===== src/rtl/adpll_ctr_seq_pkg.sv =====
// Shared constants and types for the ADPLL control sequencer.
// Register map, mode codes and sequencer state encoding.
package adpll_ctr_seq_pkg;

  localparam int FCWW         = 26;
  localparam int ADPLL_ADDR_W = 4;
  localparam int ADPLL_DATA_W = 32;

  localparam logic [ADPLL_ADDR_W-1:0] A_FCW  = 4'd0;
  localparam logic [ADPLL_ADDR_W-1:0] A_MODE = 4'd1;
  localparam logic [ADPLL_ADDR_W-1:0] A_EN   = 4'd2;
  localparam logic [ADPLL_ADDR_W-1:0] A_LOCK = 4'd3;

  localparam logic [1:0] MODE_TX = 2'd1;
  localparam logic [1:0] MODE_RX = 2'd2;

  typedef enum logic [3:0] {
    S_IDLE    = 4'd0,
    S_WR_FCW  = 4'd1,
    S_WR_MODE = 4'd2,
    S_WR_EN   = 4'd3,
    S_RD_LOCK = 4'd4,
    S_GAP     = 4'd5,
    S_LOCKED  = 4'd6,
    S_ERR     = 4'd7,
    S_WR_DIS  = 4'd8
  } state_t;

endpackage


===== src/rtl/adpll_tx_ser.sv =====
// TX byte serialiser: MSB-first shifter, per-bit timer and
// valid/ready handshake producing the data_mod bit.
module adpll_tx_ser #(
  parameter int BIT_CYCLES = 32,
  parameter int TX_W       = 8
) (
  input  logic            clk,
  input  logic            rst_n,
  input  logic            i_en,
  input  logic [TX_W-1:0] i_data,
  input  logic            i_valid,
  output logic            o_ready,
  output logic            o_bit
);

  localparam int CW = $clog2(BIT_CYCLES);
  localparam int IW = (TX_W > 1) ? $clog2(TX_W) : 1;

  logic            r_full;
  logic [TX_W-1:0] r_sh;
  logic [CW-1:0]   r_cyc;
  logic [IW-1:0]   r_idx;
  logic            w_bit_end;
  logic            w_last;
  logic            w_acc;

  assign w_bit_end = r_cyc == CW'(BIT_CYCLES - 1);
  assign w_last    = w_bit_end && (r_idx == IW'(TX_W - 1));
  // Ready in the final clock of a byte lets the next one follow gaplessly
  assign o_ready   = i_en && (!r_full || w_last);
  assign w_acc     = i_valid && o_ready;
  assign o_bit     = i_en && r_full && r_sh[TX_W-1];

  always_ff @(posedge clk or negedge rst_n) begin
    if (!rst_n) begin
      r_full <= 1'b0;
      r_sh   <= '0;
      r_cyc  <= '0;
      r_idx  <= '0;
    end else if (!i_en) begin
      r_full <= 1'b0;
      r_sh   <= '0;
      r_cyc  <= '0;
      r_idx  <= '0;
    end else if (w_acc) begin
      r_full <= 1'b1;
      r_sh   <= i_data;
      r_cyc  <= '0;
      r_idx  <= '0;
    end else if (r_full) begin
      if (w_bit_end) begin
        r_cyc <= '0;
        r_sh  <= r_sh << 1;
        if (w_last) begin
          r_full <= 1'b0;
          r_idx  <= '0;
        end else begin
          r_idx <= r_idx + 1'b1;
        end
      end else begin
        r_cyc <= r_cyc + 1'b1;
      end
    end
  end

endmodule


===== src/rtl/adpll_ctr_seq.sv =====
// ADPLL control sequencer: configures FCW/mode/enable over the CPU
// port, polls for lock, then streams TX bytes onto data_mod.
module adpll_ctr_seq
  import adpll_ctr_seq_pkg::*;
#(
  parameter int BIT_CYCLES   = 32,
  parameter int POLL_GAP     = 8,
  parameter int LOCK_TIMEOUT = 1024,
  parameter int TX_W         = 8
) (
  input  logic                    clk,
  input  logic                    rst_n,
  input  logic                    start,
  input  logic                    stop,
  input  logic [FCWW-1:0]         fcw,
  input  logic [1:0]              mode,
  output logic                    busy,
  output logic                    locked,
  output logic                    lock_err,
  input  logic [TX_W-1:0]         tx_data,
  input  logic                    tx_valid,
  output logic                    tx_ready,
  output logic                    valid,
  output logic [ADPLL_ADDR_W-1:0] address,
  output logic [ADPLL_DATA_W-1:0] wdata,
  output logic                    wstrb,
  input  logic [1:0]              rdata,
  input  logic                    ready,
  output logic                    data_mod
);

  localparam int PCW = $clog2(LOCK_TIMEOUT + 1);
  localparam int GCW = $clog2(POLL_GAP + 1);

  state_t                  r_st;
  state_t                  w_nx;
  logic                    r_valid;
  logic [ADPLL_ADDR_W-1:0] r_addr;
  logic [ADPLL_DATA_W-1:0] r_wdata;
  logic                    r_wstrb;
  logic [FCWW-1:0]         r_fcw;
  logic [1:0]              r_mode;
  logic                    r_stop;
  logic [PCW-1:0]          r_polls;
  logic [GCW-1:0]          r_gap;

  logic                    w_done;
  logic                    w_stop;
  logic                    w_start_ok;
  logic                    w_last_poll;
  logic                    w_is_bus;
  logic                    w_pend_st;
  logic [ADPLL_ADDR_W-1:0] w_req_addr;
  logic [ADPLL_DATA_W-1:0] w_req_data;
  logic                    w_req_wr;
  logic                    w_tx_en;

  assign w_done      = r_valid && ready;
  assign w_stop      = stop || r_stop;
  assign w_start_ok  = start && !stop &&
                       (r_st == S_IDLE || r_st == S_ERR);
  assign w_last_poll = r_polls == PCW'(LOCK_TIMEOUT - 1);
  assign w_pend_st   = r_st inside {S_WR_FCW, S_WR_MODE,
                                    S_WR_EN, S_RD_LOCK, S_GAP};

  always_ff @(posedge clk or negedge rst_n) begin
    if (!rst_n) r_st <= S_IDLE;
    else        r_st <= w_nx;
  end

  always_comb begin
    w_nx = r_st;
    unique case (r_st)
      S_IDLE:    if (w_start_ok) w_nx = S_WR_FCW;
      S_WR_FCW:  if (w_done) w_nx = w_stop ? S_WR_DIS : S_WR_MODE;
      S_WR_MODE: if (w_done) w_nx = w_stop ? S_WR_DIS : S_WR_EN;
      S_WR_EN:   if (w_done) w_nx = w_stop ? S_WR_DIS : S_RD_LOCK;
      S_RD_LOCK: begin
        if (w_done) begin
          if (w_stop)              w_nx = S_WR_DIS;
          else if (rdata == 2'd1)  w_nx = S_LOCKED;
          else if (w_last_poll)    w_nx = S_ERR;
          else                     w_nx = S_GAP;
        end
      end
      S_GAP: begin
        if (w_stop)                             w_nx = S_WR_DIS;
        else if (r_gap == GCW'(POLL_GAP - 1))   w_nx = S_RD_LOCK;
      end
      S_LOCKED:  if (stop) w_nx = S_WR_DIS;
      S_ERR: begin
        if (stop)            w_nx = S_WR_DIS;
        else if (w_start_ok) w_nx = S_WR_FCW;
      end
      S_WR_DIS:  if (w_done) w_nx = S_IDLE;
      default:   w_nx = S_IDLE;
    endcase
  end

  always_comb begin
    w_is_bus   = 1'b1;
    w_req_addr = '0;
    w_req_data = '0;
    w_req_wr   = 1'b0;
    unique case (1'b1)
      r_st == S_WR_FCW: begin
        w_req_addr = A_FCW;
        w_req_data = ADPLL_DATA_W'(r_fcw);
        w_req_wr   = 1'b1;
      end
      r_st == S_WR_MODE: begin
        w_req_addr = A_MODE;
        w_req_data = ADPLL_DATA_W'(r_mode);
        w_req_wr   = 1'b1;
      end
      r_st == S_WR_EN: begin
        w_req_addr = A_EN;
        w_req_data = ADPLL_DATA_W'(1);
        w_req_wr   = 1'b1;
      end
      r_st == S_RD_LOCK: w_req_addr = A_LOCK;
      r_st == S_WR_DIS: begin
        w_req_addr = A_EN;
        w_req_wr   = 1'b1;
      end
      default: w_is_bus = 1'b0;
    endcase
  end

  // A request is raised one clock after entering a bus state,
  // which gives the mandatory idle cycle between requests.
  always_ff @(posedge clk or negedge rst_n) begin
    if (!rst_n) begin
      r_valid <= 1'b0;
      r_addr  <= '0;
      r_wdata <= '0;
      r_wstrb <= 1'b0;
      r_fcw   <= '0;
      r_mode  <= '0;
      r_stop  <= 1'b0;
      r_polls <= '0;
      r_gap   <= '0;
    end else begin
      if (w_done) begin
        r_valid <= 1'b0;
        r_addr  <= '0;
        r_wdata <= '0;
        r_wstrb <= 1'b0;
      end else if (w_is_bus && !r_valid) begin
        r_valid <= 1'b1;
        r_addr  <= w_req_addr;
        r_wdata <= w_req_data;
        r_wstrb <= w_req_wr;
      end
      if (w_start_ok) begin
        r_fcw   <= fcw;
        r_mode  <= mode;
        r_polls <= '0;
      end else if (r_st == S_RD_LOCK && w_done) begin
        r_polls <= r_polls + 1'b1;
      end
      if (!w_pend_st || w_nx == S_WR_DIS) r_stop <= 1'b0;
      else if (stop)                      r_stop <= 1'b1;
      if (r_st == S_GAP) r_gap <= r_gap + 1'b1;
      else               r_gap <= '0;
    end
  end

  assign valid    = r_valid;
  assign address  = r_addr;
  assign wdata    = r_wdata;
  assign wstrb    = r_wstrb;
  assign busy     = !(r_st inside {S_IDLE, S_LOCKED, S_ERR});
  assign locked   = r_st == S_LOCKED;
  assign lock_err = r_st == S_ERR;
  assign w_tx_en  = (r_st == S_LOCKED) && (r_mode == MODE_TX);

  adpll_tx_ser #(
    .BIT_CYCLES(BIT_CYCLES),
    .TX_W      (TX_W)
  ) u_tx_ser (
    .clk    (clk),
    .rst_n  (rst_n),
    .i_en   (w_tx_en),
    .i_data (tx_data),
    .i_valid(tx_valid),
    .o_ready(tx_ready),
    .o_bit  (data_mod)
  );

endmodule


===== config.mk =====
export PLATFORM = sky130hd
export DESIGN_NAME = adpll_ctr_seq
export DESIGN_NICKNAME = d
export VERILOG_FILES = /design/src/rtl/adpll_ctr_seq_pkg.sv /design/src/rtl/adpll_tx_ser.sv /design/src/rtl/adpll_ctr_seq.sv
export SDC_FILE = /design/constraint.sdc
export NUM_CORES = 1
export LEC_CHECK = 0
export BUFFER_PORTS_ARGS = -buffer_cell sky130_fd_sc_hd__buf_2
export CORE_UTILIZATION = 25
export CTS_BUF_LIST = sky130_fd_sc_hd__clkbuf_16
export CTS_CLUSTER_DIAMETER = 150
export DETAILED_ROUTE_END_ITERATION = 12
export PLACE_DENSITY = 0.53
export SLEW_MARGIN = 20
export SYNTH_ARGS = -nofsm -noshare
export SYNTH_HDL_FRONTEND = slang
export SYNTH_SLANG_ARGS = --single-unit

===== constraint.sdc =====
create_clock -name clk -period 2.06 [get_ports clk]
set_input_delay 0.309 -clock clk [delete_from_list [all_inputs] [get_ports clk]]
set_output_delay 0.309 -clock clk [all_outputs]
set_load 0.05 [all_outputs]

==> qor.yml, run 1 <==
async_reset_ff_share_pct: 100
rsz0062_at_grt: "yes"
fin_area_um2: 5650
min_path_cells: 2
synthToLayoutAreaGrowth_pct: 26.7
power_density_nw_per_um2: 1310
ys_ff_latch: 95
firstDrtPassIters: 4
antenna_found_initial: 0
power.total_mw: 7.41
via_count: 3282
clk_pin_slew_ps: 70
period_needed_ps: 1990
hp-class: "primary input to register"
diodes: 0
clk_latency_ps: 340
ys_seq_area_share_pct: 53.3
reg2reg_slack_ps: 80
cp-end-kind: "output port"
drive_above_1_share_pct: 39.1
max_freq_mhz: 503
wl_met1_um: 4750
cts_made_buffers: 9
die_height_um: 136
synthFlopType: "dfrtp_1"
clockPowerShare_pct: 25.9
die-width_um: 136
crit_required_ps: 1750
synth_commonest_cells: "dfrtp_1 (95), nor2_1 (35), mux2_2 (30), nand2_1 (22), a22o_2 (17)"
final_nets: 533
swShare_pct: 36.9
p_seq_share_pct: 36.0
portBuffers: 78
finalHoldViolCount: 0
route.met2.wl_um: 5080
synth_top_area_cell: "dfrtp_1"
grt_max_degree: 43
power.net_switching_mw: 2.73
power.internal_mw: 4.68
top_layer: "met4"
tns_ps: 0
initial_utilization_pct: 25.7
htreeDepth: 3
ff2ff_path_depth: 9
r2r-start: "u_tx_ser.r_cyc[1]"
whs_endpoint: "u_tx_ser.r_sh[0]"
worstPathArrival_ps: 1680
syn_avg_cell_area_um2: 11.6
grt_pass1_vias: 3422
final-setup-viol-count: 0
via_per_inst: 4.60
final_core_utilization_pct: 32.5
status: "complete, no violations"
syn_area_um2: 4460
num_io_pins: 87
finClkSkew_ps: 3.61
crit_type: "register to output port"
cts_buffer_depth: 2
drtIter0Drc: 132
synth.most_common_cell: "dfrtp_1"
timing.max_cap.violations: 0
synth_area_leaders: "dfrtp_1 (53%), mux2_2 (7.6%), a22o_2 (3.8%)"
worst_slew_pin_slew_ps: 772
p_comb_share_pct: 38.0
maxSlewViolCount: 0
holdCritStartpoint: "tx_data[0]"
worstPathMaxFanout: 3
synth_edf_count: 0
die-area_um2: 18400
cp-start-kind: "register"
drc_errors: 0
row_count: 48
relSlewSlack_pct: 48.4
routed_wl_um: 10500
dpl.hpwl_um: 7290
final_antenna_net_count: 0
ys_types: 57
peakVddDrop_uv: 806
syn_inst: 385
grt_usage_pct: 12.2
clock-sinks: 95
grt_pass1_wl_um: 17200
rr_endpoint: "u_tx_ser.r_sh[5]"
wl_per_cell_um: 14.8
core_area_um2: 17400
wl_met3_um: 561
netlist.area_leader.share_pct: 53.3
cts-root-buf: "clkbuf_16"
synth-warning-count: 0
p_leak_nw: 2.67
place_congestion: 0.813
fin_hold_ws_ps: 186
cts_tree: "done"
finalCritPeriodShare_pct: 96.4
place_area_um2: 5190
overflow: 0
## worst max-delay path by stage
stage	from	end	slack (ps)	cells after the start
floorplan	r_st[1]	tx_ready	100	4
global placement	u_tx_ser.r_cyc[1]	u_tx_ser.r_sh[7]	120	8
detailed placement	u_tx_ser.r_cyc[1]	u_tx_ser.r_sh[6]	30	8
CTS	u_tx_ser.r_cyc[0]	tx_ready	-8	7
global route	u_tx_ser.r_cyc[1]	tx_ready	-10	6
finish	u_tx_ser.r_cyc[1]	tx_ready	70	6
## cell usage in the layout (no fill, tap or decap), types with 3 or more instances in the layout
cell type and instances:
dfrtp_1 94, buf_2 75, nor2_1 35, mux2_2 29
buf_4 27, nand2_1 22, a22o_2 17, nand3_1 14
o21ai_0 14, a21oi_1 11, a22o_1 10, xnor2_1 9
clkbuf_16 9, mux2i_1 8, conb_1 8, a21o_1 6
nor3_1 6, nand2b_1 6, nor2b_1 5, nor4_1 5
xor2_1 4, nand4_1 4, ha_1 4, buf_12 4
and3_1 3, nor3_2 3, a32oi_1 3, bufinv_16 3
buf_6 3
## state kept, by name (all words and copies together), names as in the netlist, 3 cells and up
name and flops:
wdata 26, r_gap 4, u_tx_ser.r_idx 3, r_fcw 26, r_polls 11, r_st 4, u_tx_ser.r_sh 8, u_tx_ser.r_cyc 5
## routing by layer
| layer | global-route usage, % | up-vias |
|---|---|---|
| li1 | - | 1566 |
| met1 | 15.0 | 1618 |
| met2 | 20.0 | 87 |
| met3 | 4.23 | 11 |
| met4 | 3.50 | 0 |
| met5 | 0 | - |
## per-stage QoR
step,std cells,worst slack (ps)
after detailed placement,689,35.0
after CTS,712,-7.72
after global placement,689,118
after floorplan,392,97.2
after global routing,713,-14.5
final,713,73.4
## logic make-up after synthesis
kind of cell    count (synthesis)  synth area share [%]
flops                          95                  53.3
fa+ha+maj                       6                  1.68
simple gates                  120                  14.3
xor+xnor                       13                  2.55
mux                            38                  9.37
compound gates                 80                  13.8
buf+inv                        32                  4.88
other cells                     1                0.0841
## area by class of cell
type                    count  area (µm²)
well taps                 225         282
clock buffers               9         225
fillers                  1744       11700
inverters                   2        7.51
flip-flops and latches     95        2380
repair buffers            110         702
multi-input cells         265        1940
clock inverters             7         118
## worst max-delay path: stages, from the launching register on
cell	delay, ps
dfrtp_1	400
ha_2	200
and3_4	190
ha_4	160
a21boi_2	160
nor2_1	70
buf_6	150
## power groups by stage
stage	logic, mW	clock network [mW]	registers (mW)
global placement	2.74	0	2.71
detailed placement	2.78	0	2.73
floorplan	1.71	0	3.08
finish	2.82	1.92	2.67
global route	3.04	2.07	2.73
CTS	2.85	2.00	2.67
## what timing repair did
item	CTS	global route
cloned	0	0
endpoints found under the hold margin	31	0
hold buffers	1	0
gates resized for setup	11	7
pin swaps	1	2
setup buffers	6	2
endpoints found under the setup margin	3	12
(Power assumes the default switching activity.)
==> inputs of run 2 (changes only) <==
- CELL_PAD_IN_SITES_DETAIL_PLACEMENT: not set -> 0
- CELL_PAD_IN_SITES_GLOBAL_PLACEMENT: not set -> 2
- PLACE_DENSITY: 0.53 -> 0.7
==> run 2 against run 1 <==
Against the previous run:
- worst hold slack lost 6.0 ps
- critical path depth grew 1
- combinational power is essentially flat
- critical path type unchanged
- highest routed layer unchanged
==> qor.yml, run 2 (same netlist as run 1, synthesis figures left out) <==
final-setup-viol-count: 0
finClkSkew_ps: 10.4
antenna_found_initial: 0
drive_above_1_share_pct: 38.7
core_area_um2: 17400
worstPathArrival_ps: 1720
die-width_um: 136
timing.max_cap.violations: 0
htreeDepth: 3
whs_endpoint: "r_fcw[14]"
grt_usage_pct: 12.1
overflow: 0
setup_slack_ps: 31.6
final_nets: 528
max_freq_mhz: 493
worst_slew_pin_slew_ps: 784
finalHoldViolCount: 0
holdCritStartpoint: "fcw[14]"
finalCritPeriodShare_pct: 98.5
fin_cells: 708
rsz0062_at_grt: "yes"
firstDrtPassIters: 4
worstPathMaxFanout: 4
r2r-start: "r_st[0]"
reg2reg_slack_ps: 190
crit_type: "register to output port"
power_density_nw_per_um2: 1290
num_io_pins: 87
place_congestion: 0.764
crit_required_ps: 1750
clk_pin_slew_ps: 80
clock-sinks: 95
dpl.hpwl_um: 7320
dpl.cell_count: 689
die-area_um2: 18400
place_area_um2: 5190
diodes: 0
cp-end-kind: "output port"
clk_latency_ps: 350
p_leak_nw: 2.61
portBuffers: 78
grt_max_degree: 52
relSlewSlack_pct: 47.6
grt_pass1_vias: 3238
final_common_cell: "dfrtp_1"
initial_utilization_pct: 25.7
final_antenna_net_count: 0
wl_per_cell_um: 15.0
drtIter0Drc: 136
ff2ff_path_depth: 4
fin_hold_ws_ps: 180
die_height_um: 136
maxSlewViolCount: 0
routed_wl_um: 10600
via_per_inst: 4.64
cts_made_buffers: 9
synthToLayoutAreaGrowth_pct: 24.9
cts_buffer_depth: 2
grt_pass1_wl_um: 17200
rr_endpoint: "wdata[16]"
via_count: 3288
hp-class: "primary input to register"
layout_common_cells: "dfrtp_1 (92), buf_2 (75), nor2_1 (35)"
period_needed_ps: 2030
row_count: 48
cp-start-kind: "register"
peakVddDrop_uv: 515
fin_area_um2: 5570
cts_tree: "done"
status: "complete, no violations"
tns_ps: 0
nFillCells: 1777
cts-root-buf: "clkbuf_16"
post-place-ws_ps: 9.42
min_path_cells: 2
drc_errors: 0
==> run 2: power breakdown <==
part / leakage, nW / total, mW / switching, mW / internal (mW)
sequential: 1.24 / 2.70 / 0.350 / 2.35
combinational: 1.22 / 2.79 / 1.67 / 1.11
clock: 0.148 / 1.69 / 0.822 / 0.863
total: 2.61 / 7.17 / 2.85 / 4.32
==> run 2: cell type report <==
class / instances / area [µm²] / area share (%)
sequential: 95 / 2380 / 42.8
multi-input combinational: 265 / 1940 / 34.9
timing repair buffer: 105 / 657 / 11.8
tap: 225 / 282 / 5.06
clock buffer: 9 / 225 / 4.05
clock inverter: 7 / 73.8 / 1.33
inverter: 2 / 7.51 / 0.135
==> run 2: through the flow <==
| step | power [mW] | utilization, % |
|---|---|---|
| after global placement | 5.45 | 29.9 |
| after detailed placement | 5.54 | 29.9 |
| after floorplan | 4.79 | - |
| final | 7.17 | 32.1 |
| after CTS | 7.28 | 32.0 |
| after global routing | 7.60 | 32.1 |
==> run 2: how the worst max path moves through the flow <==
stage,start,endpoint,slack [ps],cells past startpoint
floorplan,r_st[1],tx_ready,100,4
CTS,u_tx_ser.r_cyc[0],tx_ready,-10,7
global route,u_tx_ser.r_cyc[0],tx_ready,-40,7
global placement,u_tx_ser.r_cyc[1],u_tx_ser.r_sh[7],90,8
finish,u_tx_ser.r_cyc[0],tx_ready,30,7
detailed placement,u_tx_ser.r_cyc[1],u_tx_ser.r_sh[4],9,8
==> run 2: metal layers <==
layer  part of all wire [%]  GRT usage (%)  wire length [µm]
met1                     46           15.6              4890
met2                     49           19.5              5140
met3                    4.0           3.93               421
met4                    1.3           3.43               135
met5                      0              0                 0
==> run 2: timing repair <==
item	in CTS	in global routing
endpoints found under the hold margin	20	0
resized for setup	13	3
pin swaps	0	0
setup buffers	2	0
setup endpoints to repair	3	2
hold buffers	1	0
==> run 2: worst max-delay path, cell delays in order (launching register included) <==
cell and delay [ps]:
dfrtp_1 390, ha_2 200, and3_4 190, ha_4 160
a21boi_2 130, buf_4 120, nor2_1 40, buf_6 150
